==> config.mk <==
export PLATFORM = sky130hd
export DESIGN_NAME = emergency_preempt_arbiter
export DESIGN_NICKNAME = d
export VERILOG_FILES = /design/src/rtl/emergency_preempt_arbiter_pkg.sv /design/src/rtl/req_debounce.sv /design/src/rtl/emergency_preempt_arbiter.sv
export SDC_FILE = /design/constraint.sdc
export NUM_CORES = 1
export LEC_CHECK = 0
export CORE_MARGIN = 2
export CORE_UTILIZATION = 38
export DETAILED_ROUTE_END_ITERATION = 8
export HOLD_SLACK_MARGIN = 0.06
export PLACE_DENSITY_LB_ADDON = 0.2
export SLEW_MARGIN = 15
export SYNTH_ARGS = -nofsm -noshare
export SYNTH_HDL_FRONTEND = slang
export SYNTH_HIERARCHICAL = 1
export SYNTH_SLANG_ARGS = --single-unit
export TNS_END_PERCENT = 50
==> constraint.sdc <==
create_clock -name clk -period 2.6 [get_ports clk]
set_clock_uncertainty 0.05 [all_clocks]
set_input_delay 0.39 -clock clk [delete_from_list [all_inputs] [get_ports clk]]
set_output_delay 0.39 -clock clk [all_outputs]
set_load 0.02 [all_outputs]
==> src/rtl/emergency_preempt_arbiter_pkg.sv <==
// Shared definitions for the emergency preemption arbiter: direction codes,
// arbiter state encoding, default timing constants and round-robin helpers.
package emergency_preempt_arbiter_pkg;

   localparam logic [1:0] DIR_N = 2'd0;
   localparam logic [1:0] DIR_S = 2'd1;
   localparam logic [1:0] DIR_E = 2'd2;
   localparam logic [1:0] DIR_W = 2'd3;

   typedef enum logic [1:0] {
      ST_IDLE    = 2'd0,
      ST_GRANT   = 2'd1,
      ST_RELEASE = 2'd2
   } arb_state_t;

   localparam int DEF_DEB_CYCLES = 3;
   localparam int DEF_MIN_HOLD   = 8;
   localparam int DEF_MAX_HOLD   = 60;
   localparam int DEF_GAP_CYCLES = 4;

   function automatic logic [3:0] dir_onehot(input logic [1:0] dir);
      return 4'b0001 << dir;
   endfunction

   // First pending direction strictly after the last grant, wrapping W -> N.
   function automatic logic [1:0] rr_pick(input logic [3:0] pend, input logic [1:0] last);
      logic [1:0] pick;
      logic [1:0] idx;
      logic       found;
      pick  = last;
      found = 1'b0;
      for (int i = 1; i <= 4; i++) begin
         idx = last + 2'(i);
         if (!found && pend[idx]) begin
            pick  = idx;
            found = 1'b1;
         end else begin
            found = found;
         end
      end
      return pick;
   endfunction

endpackage

==> src/rtl/req_debounce.sv <==
// Single-request debouncer: the stable output follows the raw input only after
// DEB_CYCLES consecutive samples of the new value; rise flags that completing edge.
module req_debounce #(
   parameter int DEB_CYCLES = 3
)(
   input  logic clk,
   input  logic rst_an,
   input  logic raw,
   output logic stable,
   output logic rise
);

   logic [3:0] cnt;
   logic       differ;
   logic       done;

   assign differ = (raw != stable);
   assign done   = differ && (cnt == 4'(DEB_CYCLES - 1));
   assign rise   = done && raw;

   // Run-length counter of samples disagreeing with the stable value
   always_ff @(posedge clk or negedge rst_an) begin
      if (!rst_an) begin
         cnt    <= 4'd0;
         stable <= 1'b0;
      end else if (done) begin
         cnt    <= 4'd0;
         stable <= raw;
      end else if (differ) begin
         cnt    <= cnt + 4'd1;
      end else begin
         cnt    <= 4'd0;
      end
   end

endmodule

==> src/rtl/emergency_preempt_arbiter.sv <==
// Arbitrates four debounced ambulance requests into a single registered
// preemption line with minimum/maximum hold and an all-low gap between grants.
module emergency_preempt_arbiter
   import emergency_preempt_arbiter_pkg::*;
#(
   parameter int DEB_CYCLES = DEF_DEB_CYCLES,
   parameter int MIN_HOLD   = DEF_MIN_HOLD,
   parameter int MAX_HOLD   = DEF_MAX_HOLD,
   parameter int GAP_CYCLES = DEF_GAP_CYCLES
)(
   input  logic       clk,
   input  logic       rst_an,
   input  logic       req_n,
   input  logic       req_s,
   input  logic       req_e,
   input  logic       req_w,
   input  logic       emergency_mode,
   output logic       amb_n,
   output logic       amb_s,
   output logic       amb_e,
   output logic       amb_w,
   output logic [1:0] grant_dir,
   output logic       busy,
   output logic [3:0] pending,
   output logic       timeout
);

   arb_state_t state, state_next;
   logic [7:0] hold_cnt, hold_next, hold_inc;
   logic [7:0] gap_cnt, gap_next, gap_inc;
   logic [1:0] last_grant, last_next;
   logic [1:0] grant_next, pick;
   logic [3:0] amb, amb_next;
   logic [3:0] pend_next, pend_clr, pend_force, grant_mask;
   logic       timeout_next, busy_next;
   logic [3:0] raw_req, deb, deb_rise;

   assign raw_req = {req_w, req_e, req_s, req_n};
   assign {amb_w, amb_e, amb_s, amb_n} = amb;

   for (genvar g = 0; g < 4; g++) begin : g_deb
      req_debounce #(.DEB_CYCLES(DEB_CYCLES)) u_deb (
         .clk    (clk),
         .rst_an (rst_an),
         .raw    (raw_req[g]),
         .stable (deb[g]),
         .rise   (deb_rise[g])
      );
   end

   assign hold_inc = hold_cnt + 8'd1;
   assign gap_inc  = (gap_cnt == 8'hFF) ? gap_cnt : gap_cnt + 8'd1;

   // Next-state and next-output decode; thresholds compare the count being loaded
   always_comb begin
      state_next   = state;
      hold_next    = hold_cnt;
      gap_next     = gap_cnt;
      last_next    = last_grant;
      grant_next   = grant_dir;
      amb_next     = 4'b0000;
      timeout_next = 1'b0;
      pend_clr     = 4'b0000;
      pend_force   = 4'b0000;
      pick         = rr_pick(pending, last_grant);
      case (state)
         ST_IDLE: begin
            if (pending != 4'b0000) begin
               state_next = ST_GRANT;
               grant_next = pick;
               last_next  = pick;
               hold_next  = 8'd0;
               amb_next   = dir_onehot(pick);
               pend_clr   = dir_onehot(pick);
            end else begin
               state_next = ST_IDLE;
            end
         end
         ST_GRANT: begin
            amb_next  = dir_onehot(grant_dir);
            hold_next = hold_inc;
            if (hold_inc >= 8'(MAX_HOLD)) begin
               state_next   = ST_RELEASE;
               amb_next     = 4'b0000;
               gap_next     = 8'd0;
               timeout_next = 1'b1;
               // Still requesting: rejoin the rotation behind the others
               pend_force   = deb[grant_dir] ? dir_onehot(grant_dir) : 4'b0000;
            end else if ((hold_inc >= 8'(MIN_HOLD)) && !deb[grant_dir]) begin
               state_next = ST_RELEASE;
               amb_next   = 4'b0000;
               gap_next   = 8'd0;
            end else begin
               state_next = ST_GRANT;
            end
         end
         ST_RELEASE: begin
            gap_next = gap_inc;
            if ((gap_inc >= 8'(GAP_CYCLES)) && !emergency_mode) begin
               state_next = ST_IDLE;
            end else begin
               state_next = ST_RELEASE;
            end
         end
         default: begin
            state_next = ST_IDLE;
            amb_next   = 4'b0000;
         end
      endcase
      grant_mask = (state == ST_GRANT) ? dir_onehot(grant_dir) : 4'b0000;
      pend_next  = ((pending | (deb_rise & ~grant_mask)) & ~pend_clr) | pend_force;
      busy_next  = (state_next != ST_IDLE);
   end

   // State, counters and all registered outputs
   always_ff @(posedge clk or negedge rst_an) begin
      if (!rst_an) begin
         state      <= ST_IDLE;
         hold_cnt   <= 8'd0;
         gap_cnt    <= 8'd0;
         last_grant <= DIR_W;
         grant_dir  <= DIR_N;
         amb        <= 4'b0000;
         pending    <= 4'b0000;
         timeout    <= 1'b0;
         busy       <= 1'b0;
      end else begin
         state      <= state_next;
         hold_cnt   <= hold_next;
         gap_cnt    <= gap_next;
         last_grant <= last_next;
         grant_dir  <= grant_next;
         amb        <= amb_next;
         pending    <= pend_next;
         timeout    <= timeout_next;
         busy       <= busy_next;
      end
   end

endmodule

Word level (Yosys, flattened, before mapping)
Index checks and enable logic that the tools add are counted.

Register bits after elaboration: 52. Logic and storage cells: 128.

$add $sub $neg: 9. $lt $le $gt $ge: 8. Equality and inequality tests: 13. Shift operators: 2. Multiplexer cells: 47. Bitwise operators: 6. Reduce and logical (&&, ||, !) cells: 26.

Operators by type and width (number): 4-bit 2-to-1 mux (16); 8-bit 2-to-1 mux (4); 8-bit one-hot mux with 2 select lines (2); 4-bit by 1-bit adder with 4-bit output (second input constant) (4); 8-bit by 1-bit adder with 8-bit output (second input constant) (2); 4-bit by 2-bit equality test with 1-bit output (second input constant) (4); 2-bit by 3-bit less-than comparator with 1-bit output (second input constant) (5); 2-bit 2-to-1 mux (7); 1-bit logical AND (13); 1-bit 2-to-1 mux (11); 1-bit binary-select mux with 2-bit select (5); 4-bit AND (2); 8-bit equality test (second input constant) (1); 8-bit by 3-bit >= comparator with 1-bit output (second input constant) (1); 8-bit by 4-bit >= comparator with 1-bit output (second input constant) (1); 8-bit by 6-bit >= comparator with 1-bit output (second input constant) (1); 4-bit inverter (2); 4-bit bitwise OR (2); 4-bit one-hot mux with 2 select lines (1); 1-bit by 2-bit << shifter with 4-bit output (first input constant) (2); 2-bit one-hot mux with 3 select lines (1); 2-bit AND reduction (3); 2-bit nonzero test (3); 1-bit zero test (5); other kinds (9) (13).

Depth between registers and ports, before layout
Depth after elaboration: 19. Depth in mapped cells: 8. Mapped depth without buffers: 6.

Hierarchy
Netlist, hierarchy kept.

By module, submodules not included: emergency_preempt_arbiter (instances 1, cells an instance 202, area each 1935.6 um^2); req_debounce (instances 4, cells an instance 22, area each 255.2 um^2).

Worst setup path before layout
OpenSTA, ideal clock, no wires.

Path type: register to register. Start point: reg hold_cnt[0]. End point: reg amb[0]. Setup time: 134 ps. Data arrival time: 1668 ps. Data required time: 2416 ps. Path slack: 748 ps. Stages on the path, launching flop included: 9. Path buffers: 2. Path through: dfrtp_1 > ha_1 > buf_2 > and3_1 > o211ai_1 > o41ai_2 > o221ai_4 > buf_6 > o22ai_2.

Word-level cells in the longest chain between the ends: 6. Elaborated cells on any way between the ends: 7. Those cells by class: 1 x add/sub; 2 x order compare; 3 x mux; 1 x reduce/logical.

RTL lines: start, declared (line emergency_preempt_arbiter.sv:29) `logic [7:0] hold_cnt, hold_next, hold_inc;`; start signal, assigned (line emergency_preempt_arbiter.sv:129) `hold_cnt <= hold_next;`; 8-bit by 1-bit adder with 8-bit output * (line emergency_preempt_arbiter.sv:51) `assign hold_inc = hold_cnt + 8'd1;`; 8-bit by 4-bit >= comparator with 1-bit output (line emergency_preempt_arbiter.sv:89) `end else if ((hold_inc >= 8'(MIN_HOLD)) && !deb[grant_dir]) begin`; 1-bit logical AND (line emergency_preempt_arbiter.sv:89); 4-bit 2-to-1 mux (line emergency_preempt_arbiter.sv:89); 4-bit 2-to-1 mux * (line emergency_preempt_arbiter.sv:82) `if (hold_inc >= 8'(MAX_HOLD)) begin`; 4-bit one-hot mux with 2 select lines * (line emergency_preempt_arbiter.sv:66) `case (state)`; via amb_next[0] (line emergency_preempt_arbiter.sv:33) `logic [3:0] amb, amb_next;`; end signal, assigned (line emergency_preempt_arbiter.sv:133) `amb <= amb_next;`; end, declared (line emergency_preempt_arbiter.sv:33).

Mark *: on every way through the listed nets, which the timed path passes. The rest lies on a longest branch. A chain may end at the register's enable or synchronous reset.

Worst setup path after layout
Start point: reg hold_cnt[0]. End point: reg gap_cnt[2].

Word-level cells in the longest chain between the ends: 5. Elaborated cells on any way between the ends: 8. Those cells by class: 1 x add/sub; 2 x order compare; 1 x eq/ne; 2 x mux; 2 x reduce/logical.

RTL lines: 8-bit by 1-bit adder with 8-bit output * (line emergency_preempt_arbiter.sv:51); 8-bit by 4-bit >= comparator with 1-bit output (line emergency_preempt_arbiter.sv:89); 1-bit logical AND (line emergency_preempt_arbiter.sv:89); 3-bit != test (no line); 2-bit AND reduction (no line); end signal, assigned (line emergency_preempt_arbiter.sv:130) `gap_cnt <= gap_next;`; end, declared (line emergency_preempt_arbiter.sv:30) `logic [7:0] gap_cnt, gap_next, gap_inc;`.

Every way passes the cells marked *; elsewhere a longest branch is shown, timed or not.

==> results.cfg <==
[floorplan]
core_area_sq_um = 7647
row_count = 32
io_pins = 19
die-area_sq_um = 8502
initial_core_util_pct = 38.66
dieWidth_um = 92.21
die_y_um = 92.21

[logic_synthesis]
synth-main-ff-cell = dfrtp_1
ys_warn_count = 6
synth_area_leader_cell = dfrtp_1
syn_area_sq_um = 2957
synth-edff-count = 0
synthArstFlopShare_pct = 100.0
synth-seq-cells = 52
ys_types = 57
netlist_instances = 290
syn-num-nets = 307
yosys-top-cells-area = dfrtp_1, ha_1, nor2_1, a21oi_1, nand2_1
syn_area_per_cell_sq_um = 10.20
seq_area_frac_synth_pct = 44.10
yosys.area.top_type_share_pct = 42.32

[power]
ir_worst_vdd_mv = 0.3637
power_frac_comb_pct = 43.6
switching_share_pct = 40.03
p_per_area_nw_per_um2 = 1039
pwr-share-clk_pct = 17.1
p_leak_nw = 1.398
p_int_mw = 2.075
power_switching_mw = 1.385
pwr-share-seq_pct = 39.2
p_total_mw = 3.459

[sta]
fin_crit_sh_pct = 82.98
hold_slack_ps = 149.0
setup_violations = 0
finalHoldViolCount = 0
worst_pin_slew_ps = 672.5
slew_viol_final = 0
finalSetupTns_ps = 0
finalWorstSetupSlack_ps = 442.6
rsz0062_at_grt = no
fmax_ghz = 0.4635
layout_min_cycle_time_ps = 2157
max-slew-margin-rel_pct = 55.17

[cells_and_area]
nets = 326
antenna_cells = 0
fill_cells = 746
seq_area_sq_um = 1304
syn_to_final_growth_pct = 12.61
finish.instance_area_sq_um = 3329
utilization_pct = 43.54
layout-drive-gt1-share_pct = 14.19
multi_input_area_sq_um = 1534
fin_cells = 412

[setup_path]
cp-end-kind = flop
critical_path.top_delay_family = compound AO/OA/AOI/OAI gates
critPathRequiredTime_ps = 2760
crit_type = flop to flop
crit_slowest_cell = dfrtp_1
crit_path_cell_trace = ha_1, o211ai_1, a31oi_1, a21oi_1, o221ai_4, buf_4, a221oi_2
cp_max_fo = 10
crit_arrival_ps = 2320
slowest_delay_ps = 420
start_kind = flop
worst-path-buf-inv = 1

[placed_design]
dp_hpwl_um = 4206
dpl.cell_count = 404
dp_slack_ps = 460.3
dpl-instance-area_sq_um = 3208
gp_congestion = 0.8139
port_buffers = 18

[grt]
overflow = 0
grt_pass1_wl_um = 10610
grt_start_max_net_pins = 53
grt_antenna_before_repair = 0
track_usage_pct = 15.47
grt_pass1_vias = 2161

[clock_network]
clockRootBuffer = clkbuf_8
postCtsHoldBufs = 0
post_cts_resized = 0
clkSlewWorstSetupHoldPaths_ps = 100
cts_setup_buffers = 0
cts_tree = done
htreeDepth = 2
clk_latency_ps = 310
clockBufferDepth = 2
numCtsBuffers = 5
clkSinkCount = 52

[flow_run]
drv_cap = 0

[drt]
drt_iter0_markers = 193
first_pass_iters = 6
vias = 2195
via_per_inst = 5.328
detail-route-antenna-nets = 0
avgRoutedWirePerCell_um = 14.50
drc = 0
postRouteWirelength_um = 5972

[worst_hold_path]
worstHoldPathType = primary input to asynchronous set/reset pin

[status]
status = finished clean
==> routing by layer <==
layer / up-vias / wire length [um] / share of wire, % / track usage [%]
li1: 1072 / - / - / -
met1: 1078 / 2986 / 50 / 22.23
met2: 39 / 2728 / 46 / 24.08
met3: 6 / 229 / 3.8 / 3.533
met4: 0 / 28 / 0.47 / 2.985
met5: - / 0 / 0 / 0
==> state kept, by name, summed over array words and instances, names as in the netlist, 2 cells and up <==
signal,flops
grant_dir,2
gap_cnt,8
g_deb.u_deb/stable,4
amb,4
last_grant,2
g_deb.u_deb/cnt,16
hold_cnt,8
pending,4
state,2
==> logic make-up after synthesis <==
logic type | after synthesis | synth area share [%]
buffers and inverters | 18 | 4.020
adders and majority gates | 10 | 4.232
and+or+nand+nor | 120 | 22.64
xor gates and xnor gates | 12 | 3.809
muxes | 9 | 4.147
DFF | 52 | 44.10
AOI/OAI and AO/OA | 69 | 17.05
==> power groups by stage <==
stage               clock network [mW]  registers [mW]  logic [mW]
global route                     0.649            1.41        1.69
CTS                              0.612            1.35        1.53
detailed placement                   0            1.37        1.52
global placement                     0            1.36        1.49
floorplan                            0            1.35        1.10
finish                           0.593            1.36        1.51
==> layout by cell type, fill, tap and decap left out, drive strengths merged, types with 2 or more instances in the layout <==
| master | count |
|---|---|
| a211oi | 2 |
| a21oi | 22 |
| a31oi | 2 |
| and2 | 4 |
| and3 | 6 |
| buf | 7 |
| clkbuf | 6 |
| clkdlybuf4s50 | 17 |
| dfrtp | 50 |
| dfstp | 2 |
| ha | 10 |
| inv | 6 |
| mux2 | 4 |
| mux2i | 4 |
| nand2 | 21 |
| nand2b | 9 |
| nand3 | 13 |
| nand3b | 6 |
| nand4 | 3 |
| nor2 | 29 |
| nor2b | 2 |
| nor3 | 4 |
| nor3b | 7 |
| o211ai | 2 |
| o21a | 3 |
| o21ai | 15 |
| o21bai | 4 |
| o22ai | 7 |
| o31ai | 2 |
| or2b | 8 |
| or3 | 2 |
| or3b | 4 |
| xnor2 | 5 |
| xor2 | 7 |
==> worst paths after layout <==
| check | startpoint | endpoint | slack, ps | depth (start not counted) |
|---|---|---|---|---|
| max reg2reg | hold_cnt[0] | gap_cnt[2] | 440 | 7 |
| max | hold_cnt[0] | gap_cnt[2] | 440 | 7 |
| min | rst_an | gap_cnt[7] | 150 | 2 |
| max in group asynchronous | rst_an | pending[2] | 1900 | 2 |
| min in group clk | g_deb[3].u_deb/cnt[0] | g_deb[3].u_deb/cnt[0] | 430 | 1 |
| min reg2reg | g_deb[3].u_deb/cnt[0] | g_deb[3].u_deb/cnt[0] | 430 | 1 |
==> synthesized netlist by cell type (3+ instances only) <==
| library cell | n |
|---|---|
| a21oi_1 | 16 |
| a21oi_2 | 6 |
| and2_1 | 3 |
| and3_1 | 4 |
| buf_4 | 3 |
| buf_6 | 4 |
| dfrtp_1 | 50 |
| ha_1 | 10 |
| inv_1 | 6 |
| mux2_4 | 4 |
| mux2i_1 | 4 |
| nand2_1 | 21 |
| nand2b_1 | 9 |
| nand3_1 | 13 |
| nand3b_1 | 6 |
| nand4_1 | 3 |
| nor2_1 | 29 |
| nor3_1 | 4 |
| nor3b_1 | 7 |
| o21a_1 | 3 |
| o21ai_0 | 12 |
| o21ai_1 | 3 |
| o21bai_2 | 3 |
| o22ai_1 | 6 |
| or2b_1 | 8 |
| or3b_4 | 4 |
| xnor2_1 | 5 |
| xor2_1 | 6 |
==> area by class of cell <==
cell class | instances | area share (%)
clock buffers | 6 | 2.480
well taps | 102 | 3.833
clock inverters | 2 | 1.165
inverters | 6 | 0.6764
repair buffers | 24 | 6.614
multi-input cells | 220 | 46.07
flip-flops and latches | 52 | 39.16
No activity file was read; power rests on OpenSTA's default activity.
